--- src/rtl/alu_seq_pkg.sv ---
// alu_pkg: opcodes, FSM states and iterative-op classification for alu_seq.
// ALU_DIV_EN adds DIVU/REMU to the iterative set.
package alu_pkg;

    typedef enum logic [3:0] {
        ALU_ADD   = 4'd0,
        ALU_SUB   = 4'd1,
        ALU_AND   = 4'd2,
        ALU_OR    = 4'd3,
        ALU_XOR   = 4'd4,
        ALU_SLL   = 4'd5,
        ALU_SRL   = 4'd6,
        ALU_SRA   = 4'd7,
        ALU_SLT   = 4'd8,
        ALU_SLTU  = 4'd9,
        ALU_MUL   = 4'd10,
        ALU_MULHU = 4'd11,
        ALU_DIVU  = 4'd12,
        ALU_REMU  = 4'd13,
        ALU_R14   = 4'd14,
        ALU_R15   = 4'd15
    } aluctrl_e;

    typedef enum logic [1:0] {
        IDLE = 2'd0,
        CALC = 2'd1,
        DONE = 2'd2
    } alu_state_e;

    function automatic logic is_iter(aluctrl_e c);
`ifdef ALU_DIV_EN
        return c inside {ALU_MUL, ALU_MULHU, ALU_DIVU, ALU_REMU};
`else
        return c inside {ALU_MUL, ALU_MULHU};
`endif
    endfunction

endpackage

--- src/rtl/alu_seq_iter_md.sv ---
// alu_iter_md: 1 bit/cycle shift-add multiplier; restoring unsigned divider when ALU_DIV_EN.
// {hi,lo} is the 2*W accumulator: product, or remainder/quotient for divide.
module alu_iter_md #(
    parameter int W = 32
) (
    input  logic         clk,
    input  logic         rst,
    input  logic         start,
    input  logic         op,
    input  logic [W-1:0] a,
    input  logic [W-1:0] b,
    output logic         busy,
    output logic         done,
    output logic [W-1:0] lo,
    output logic [W-1:0] hi
);
    localparam int SH_W = $clog2(W);

    logic [SH_W:0] cnt;
    logic [W-1:0]  bq, nlo, nhi;
    logic [W:0]    sum;

    assign done = busy && cnt == (SH_W + 1)'(W - 1);
    assign sum  = {1'b0, hi} + (lo[0] ? {1'b0, bq} : '0);

`ifdef ALU_DIV_EN
    logic       div_q;
    logic [W:0] shl, dif;

    assign shl = {hi, lo[W-1]};
    assign dif = shl - {1'b0, bq};

    // A borrow out of the trial subtraction means the divisor did not fit: restore.
    always_comb begin
        nlo = div_q ? {lo[W-2:0], ~dif[W]} : {sum[0], lo[W-1:1]};
        nhi = div_q ? (dif[W] ? shl[W-1:0] : dif[W-1:0]) : sum[W:1];
    end

    always_ff @(posedge clk) begin
        if (rst)
            div_q <= 1'b0;
        else if (start)
            div_q <= op;
    end
`else
    logic unused_op;

    assign unused_op = op;

    always_comb begin
        nlo = {sum[0], lo[W-1:1]};
        nhi = sum[W:1];
    end
`endif

    always_ff @(posedge clk) begin
        if (rst) begin
            busy <= 1'b0;
            cnt  <= '0;
            lo   <= '0;
            hi   <= '0;
            bq   <= '0;
        end else if (start) begin
            busy <= 1'b1;
            cnt  <= '0;
            lo   <= a;
            hi   <= '0;
            bq   <= b;
        end else if (busy) begin
            busy <= !done;
            cnt  <= cnt + 1'b1;
            lo   <= nlo;
            hi   <= nhi;
        end
    end

endmodule

--- src/rtl/alu_seq.sv ---
// alu_seq: multi-cycle ALU with valid/ready on both sides; 1-cycle base ops, iterative MUL/MULHU.
// Define ALU_DIV_EN to add iterative DIVU/REMU.
module alu_seq
    import alu_pkg::*;
#(
    parameter int D_WIDTH = 32
) (
    input  logic               clk,
    input  logic               rst,
    input  logic               in_valid,
    output logic               in_ready,
    input  logic               alusrc,
    input  logic [3:0]         aluctrl,
    input  logic [D_WIDTH-1:0] aluop1,
    input  logic [D_WIDTH-1:0] immop,
    input  logic [D_WIDTH-1:0] regop2,
    output logic               out_valid,
    input  logic               out_ready,
    output logic [D_WIDTH-1:0] aluout,
    output logic               eq,
    output logic               lt,
    output logic               ltu
);
    localparam int SH_W = $clog2(D_WIDTH);

    alu_state_e         state, state_nxt;
    aluctrl_e           op;
    logic [D_WIDTH-1:0] op2, res, res_q, md_lo, md_hi;
    logic [SH_W-1:0]    sh;
    logic               accept, iter, iter_q, hi_q, lt_c, ltu_c, md_done, unused_busy;

    assign op        = aluctrl_e'(aluctrl);
    assign op2       = alusrc ? immop : regop2;
    assign sh        = op2[SH_W-1:0];
    assign iter      = is_iter(op);
    assign lt_c      = $signed(aluop1) < $signed(op2);
    assign ltu_c     = aluop1 < op2;
    assign in_ready  = state == IDLE || (state == DONE && out_ready);
    assign out_valid = state == DONE;
    assign accept    = in_valid && in_ready;
    // Iterative results are read straight from the datapath registers, which hold once done.
    assign aluout    = iter_q ? (hi_q ? md_hi : md_lo) : res_q;

    always_comb begin
        res = '0;
        case (op)
            ALU_ADD:  res = aluop1 + op2;
            ALU_SUB:  res = aluop1 - op2;
            ALU_AND:  res = aluop1 & op2;
            ALU_OR:   res = aluop1 | op2;
            ALU_XOR:  res = aluop1 ^ op2;
            ALU_SLL:  res = aluop1 << sh;
            ALU_SRL:  res = aluop1 >> sh;
            ALU_SRA:  res = $unsigned($signed(aluop1) >>> sh);
            ALU_SLT:  res = D_WIDTH'(lt_c);
            ALU_SLTU: res = D_WIDTH'(ltu_c);
            default:  res = '0;
        endcase
    end

    always_comb begin
        state_nxt = state;
        case (state)
            IDLE:    state_nxt = accept ? (iter ? CALC : DONE) : IDLE;
            CALC:    state_nxt = md_done ? DONE : CALC;
            DONE:    state_nxt = out_ready ? (accept ? (iter ? CALC : DONE) : IDLE) : DONE;
            default: state_nxt = IDLE;
        endcase
    end

    always_ff @(posedge clk) begin
        if (rst) begin
            state  <= IDLE;
            res_q  <= '0;
            iter_q <= 1'b0;
            hi_q   <= 1'b0;
            eq     <= 1'b0;
            lt     <= 1'b0;
            ltu    <= 1'b0;
        end else begin
            state <= state_nxt;
            if (accept) begin
                res_q  <= res;
                iter_q <= iter;
                hi_q   <= op == ALU_MULHU || op == ALU_REMU;
                eq     <= aluop1 == op2;
                lt     <= lt_c;
                ltu    <= ltu_c;
            end
        end
    end

    alu_iter_md #(.W(D_WIDTH)) u_md (
        .clk  (clk),
        .rst  (rst),
        .start(accept && iter),
        .op   (op == ALU_DIVU || op == ALU_REMU),
        .a    (aluop1),
        .b    (op2),
        .busy (unused_busy),
        .done (md_done),
        .lo   (md_lo),
        .hi   (md_hi)
    );

endmodule

--- config.mk ---
export PLATFORM = sky130hd
export DESIGN_NAME = alu_seq
export DESIGN_NICKNAME = d
export VERILOG_FILES = /design/src/rtl/alu_seq_pkg.sv /design/src/rtl/alu_seq_iter_md.sv /design/src/rtl/alu_seq.sv
export SDC_FILE = /design/constraint.sdc
export NUM_CORES = 1
export LEC_CHECK = 0
export BUFFER_PORTS_ARGS = -buffer_cell sky130_fd_sc_hd__buf_4
export CORE_ASPECT_RATIO = 1.5
export CORE_UTILIZATION = 60
export DETAILED_ROUTE_END_ITERATION = 10
export PLACE_DENSITY_LB_ADDON = 0.3
export SYNTH_ARGS = -nofsm -noshare
export SYNTH_HDL_FRONTEND = slang
export SYNTH_SLANG_ARGS = --single-unit
--- constraint.sdc ---
create_clock -name clk -period 5.95 [get_ports clk]
set_input_delay 1.19 -clock clk [delete_from_list [all_inputs] [get_ports clk]]
set_output_delay 1.19 -clock clk [all_outputs]
set_load 0.05 [all_outputs]
== Word level (Yosys, flattened, before mapping) ==
Index checks and enable logic that the tools add are counted.

* Add/subtract/negate cells: 4
* $mul: 0
* Div/mod/pow operators: 0
* Order comparisons: 2
* Equality and inequality tests: 16
* Shifts and indexed selects: 3
* Multiplexer cells: 14
* Bitwise gates (word level): 3
* Reductions and logical operators: 12

{| class="wikitable"
|+ Operator list
! kind !! number
|-
| $pmux W32 S10 || 1
|-
| $mux W32 || 6
|-
| $lt A32 B32 Y1 || 2
|-
| $add A32 B33 Y33 || 1
|-
| $add A32 B32 Y32 || 1
|-
| $and A32 B32 Y32 || 1
|-
| $eq A32 B32 Y1 || 1
|-
| $or A32 B32 Y32 || 1
|-
| $shl A32 B5 Y32 || 1
|-
| $shr A32 B5 Y32 || 1
|-
| $sshr A32 B5 Y32 || 1
|-
| $sub A32 B32 Y32 || 1
|-
| $xor A32 B32 Y32 || 1
|-
| $eq A4 B4 Y1 const B || 5
|-
| $eq A4 B3 Y1 const B || 4
|-
| $eq A4 B2 Y1 const B || 2
|-
| $mux W2 || 4
|-
| $add A6 B1 Y6 const B || 1
|-
| $eq A6 B5 Y1 const B || 1
|-
| $pmux W2 S3 || 1
|-
| $eq A4 B1 Y1 const B || 1
|-
| $logic_and A1 B1 Y1 || 4
|-
| $logic_not A4 Y1 || 1
|-
| $reduce_bool A2 Y1 || 2
|-
| 7 further kinds || 9
|}

* Bits in registers: 142
* Bits in latches: 0
* RAM bits: 0
* ROM bits: 0
* Bits of input ports: 105
* Output and inout bits: 37
* Logic and storage cells: 66
* Memories kept: 0

== Depth between registers and ports, before layout ==
* Depth after elaboration: 7
* Mapped depth: 18
* Gate-level depth less buffers: 14

== Cells and area by module ==
From an unflattened synthesis, not the netlist that was laid out.

* Cells, all modules: 2398
* Area, all modules: 17332.9 um^2

{| class="wikitable"
|+ Modules (own cells, without submodules)
! module !! times used !! cells each !! area each (um^2) !! sequential area each (um^2)
|-
| alu_seq || 1 || 1681 || 11410.9 || 780.7
|-
| alu_iter_md || 1 || 717 || 5921.9 || 2062.0
|}

== Least setup slack after synthesis ==
No wires, ideal clock.

* Kind: input port to flip-flop
* From: input port alusrc
* To: register res_q[26]
* Setup time: 0.125 ns
* Arrival time: 4.779 ns
* Required time: 5.825 ns
* Path slack: 1.046 ns
* Stages on the path: 15
* Path buffers: 4
* Cell sequence: buf_6 buf_1 clkbuf_1 mux2i_1 ha_1 buf_2 nand3_1 o221a_2 or3_1 nand3_1 a31oi_1 o31a_1 a2bb2oi_1 mux2i_1 o41a_1

* Longest elaborated chain between the ends: 3
* Elaborated cells between the ends (all ways): 10
* Those cells by class: add/sub (2); shift (3); mux (2); bitwise (3)

{| class="wikitable"
|+ RTL lines
! what !! line !! RTL
|-
| start: declaration || alu_seq.sv:12 || <nowiki>input logic alusrc,</nowiki>
|-
| $mux W32 (*) || alu_seq.sv:33 || <nowiki>assign op2 = alusrc ? immop : regop2;</nowiki>
|-
| $sub A32 B32 Y32, or another cell as far along || alu_seq.sv:48 || <nowiki>ALU_SUB: res = aluop1 - op2;</nowiki>
|-
| $pmux W32 S10 (*) || alu_seq.sv:46 || <nowiki>case (op)</nowiki>
|-
| end signal: assignment || alu_seq.sv:83 || <nowiki>res_q <= res;</nowiki>
|-
| end: declaration || alu_seq.sv:28 || <nowiki>logic [D_WIDTH-1:0] op2, res, res_q, md_lo, md_hi;</nowiki>
|}

Mark *: on every way between the ends. The rest lies on a longest branch, timed or not.
A chain may end at the register's enable or synchronous reset.

== Worst setup path after layout ==
Same ends and word-level chain as after synthesis.

==> impl_metrics.ini <==
[critical_path]
rr_startpoint = u_md.lo[0]$_SDFFE_PP0P_
setup.worst_path.start_class = input port
cp_data_required_time_ns = 6.30
criticalPathCategory = in -> reg
worst_setup_path_end_kind = register
crit_path_max_fanout = 40
reg2reg_depth = 12
worstSetupStartpoint = alusrc
critical_path_arrival_ns = 5.33

[placement]
hpwlAfterDp_mm = 58.92
place_congestion = 1.135
number_of_input_and_output_port_buffers_inserted = 141
placed_instances = 2683

[yosys]
postSynthCellCount = 2323
yosysUniqueCellTypes = 81
ys_async_sr_fraction = 0
synth.most_common_cell = sky130_fd_sc_hd__nor2_1
number_of_flip_flops_and_latches_in_the_synthesized_netlist = 142
post_synth_instance_area_mm2 = 0.01706
syn_nets = 2563
yosys_warns = 0
synth_enable_flop_cells = 0
postSynth.topFlopCell = sky130_fd_sc_hd__dfxtp_1
synthesis.area_per_instance_um2 = 7.345
ys_top_cells_by_count = sky130_fd_sc_hd__nor2_1, sky130_fd_sc_hd__mux2i_1, sky130_fd_sc_hd__a21oi_1
synth_top_area_share = 0.1666
synth.top_cells.by_area = sky130_fd_sc_hd__dfxtp_1, sky130_fd_sc_hd__mux2i_1, sky130_fd_sc_hd__ha_1
synth.largest_area_cell = sky130_fd_sc_hd__dfxtp_1
yosysSeqAreaShare = 0.1666

[timing]
tns_ns = 0
finalHoldWorstSlack_ns = 0.4538
maximum_operating_frequency_ghz = 0.2006
finClkSkew_ns = 0.01059
setup-violations-final = 0
final.period_utilization = 0.8379
worst_slew_pin_slew_ns = 1.226
timing.slew.headroom = 0.1778
report.final.slew_viol_count = 0
hold_violations = 0
finalCriticalPeriod_ns = 4.986
unrepaired_setup_endpoints_after_global_routing = false

[final_layout]
area.sequential_mm2 = 0.002849
final_cell_count_no_fill = 2717
multiInputGateArea_mm2 = 0.01310
layout.core_utilization = 0.6746
final_layout_net_count = 2596
drive_gt1_frac = 0.1220
fillCellCount = 2357
syn2layout_area_growth_pct = 10.56

[grt]
grt_antenna_before_repair = 0
grt_pass1_vias = 19330
grt.overflow.total = 0
grt_first_pass_wirelength_mm = 116.2
grt_max_degree = 70
grt_usage = 0.5296

[cts]
tritoncts.num_buffers = 17
cts-root-buf = sky130_fd_sc_hd__clkbuf_16
level_count_of_the_clock_h_tree = 4
postCtsSetupBuffers = 0
cts_tree = done
clock_insertion_delay_worst_skew_ns = 0.46
clkSlewWorstSetupHoldPaths_ns = 0.07
cts_resized = 0
cts.path.max_buffers = 2
post_cts_hold_buffer_count = 0
cts.sink_count = 142

[min_path]
hold_path_origin = res_q[1]$_SDFFE_PP0P_
holdPathStages = 1
worst_hold_path_type = reg -> reg

[floorplanning]
std_cell_rows = 75
die-width_um = 139.7
die_area_mm2 = 0.02913
dieHeight_um = 208.5
floorplan.io_pins = 142
initial_utilization = 0.6102
core_region_area_mm2 = 0.02796

[detailed_routing]
route.detailed.vias_per_inst = 7.369
detail_route.wirelength_mm = 78.92
drc = 0
route.detailed.wl_per_inst_um = 29.05
postRouteAntennaNets = 0
drt_first_iter_violations = 2437
count_of_tritonroute_iterations_in_the_first_routing_pass = 8
routed_vias = 20020

[power_and_ir_drop]
comb_power_share = 0.422
power.net_switching_mw = 1.575
p_int_mw = 2.140
peakVddDrop_uv = 231.4
power.switching_fraction = 0.4240
clock_network_fraction_of_design_power = 0.306
powerDensity_mw_per_mm2 = 196.9
leakagePower_nw = 7.982
sequentialPowerShare = 0.272

[run]
maxCapViolCount = 0

[run_status]
outcome = completed
## worst paths after layout
path	endpoint	slack [ns]
worst max register to register	u_md.hi[31]$_SDFFE_PP0P_	2.19
worst max-delay path	res_q[26]$_SDFFE_PP0P_	0.96
worst min register to register	res_q[1]$_SDFFE_PP0P_	0.45
worst min-delay path	res_q[1]$_SDFFE_PP0P_	0.45
## cell families (layout without fill, tap and decap cells)
group,Yosys count,in the layout,share of synthesized area
AND/OR/NAND/NOR,737,737,0.1959
AO/OA/AOI/OAI,730,730,0.2839
buffers and inverters,288,334,0.06900
multiplexers,253,253,0.1648
flip-flops,142,142,0.1666
adder cells (fa/ha/maj),135,135,0.1003
XOR/XNOR,38,38,0.01951
other,0,2,0
## critical path, stage by stage
cell	delay (ns)
sky130_fd_sc_hd__buf_4	0.49
sky130_fd_sc_hd__mux2i_4	0.48
sky130_fd_sc_hd__buf_12	0.29
sky130_fd_sc_hd__buf_4	0.35
sky130_fd_sc_hd__nor2_1	0.08
sky130_fd_sc_hd__a211oi_1	0.27
sky130_fd_sc_hd__a211oi_1	0.09
sky130_fd_sc_hd__a211oi_1	1.03
sky130_fd_sc_hd__a211oi_1	0.13
sky130_fd_sc_hd__a21oi_1	0.26
sky130_fd_sc_hd__nor2_1	0.16
sky130_fd_sc_hd__o41a_1	0.42
## per-stage QoR
| stage | total power, mW | setup WS, ns | cell area (um2) |
|---|---|---|---|
| final | 3.715 | 0.9644 | 18860 |
| after global routing | 3.809 | 0.8020 | 18860 |
| after CTS | 3.626 | 1.161 | 18860 |
| after detailed placement | 2.509 | 0.7118 | 18250 |
| after global placement | 2.495 | 0.6929 | 18250 |
| after floorplan | 1.999 | 1.046 | 17060 |
## registers in the layout, summed over array words and instances (netlist names), 2 cells and up
register  flops
u_md.bq      32
u_md.hi      32
u_md.cnt      6
res_q        32
u_md.lo      32
state         2
## final cells by class
class,instances,share of cell area
Clock inverter,13,0.008224
Inverter,109,0.02182
Antenna cell,2,0.0002653
Sequential cell,142,0.1510
Tap cell,346,0.02295
Multi-Input combinational cell,1893,0.6942
Clock buffer,19,0.02401
Timing Repair Buffer,193,0.07747
## metal layers
metal	wire length [um]	vias to the layer above	track usage	part of all wire
met5	0	-	0	0
met4	8001	0	0.4661	0.10
met3	9151	475	0.1252	0.12
met2	34400	1535	0.8293	0.44
met1	27370	9393	0.6010	0.35
li1	-	8618	-	-
## placed cells by master (no fill, tap or decap), drive strengths merged, types with 100 or more instances in the layout
master,Yosys,routed
nand2,190,190
ha,132,132
inv,107,111
buf,56,193
nor2,287,287
a21oi,203,203
a211oi,100,100
dfxtp,142,142
o21ai,125,125
mux2i,232,232
## power groups by stage
stage          registers, mW  logic, mW  clock network [mW]
6_report                1.01       1.57                1.14
5_1_grt                 1.01       1.63                1.17
4_1_cts                 1.01       1.49                1.13
3_5_place_dp            1.03       1.48                   0
3_3_place_gp            1.03       1.47                   0
2_1_floorplan           1.02      0.976                   0
(Power assumes the default switching activity.)
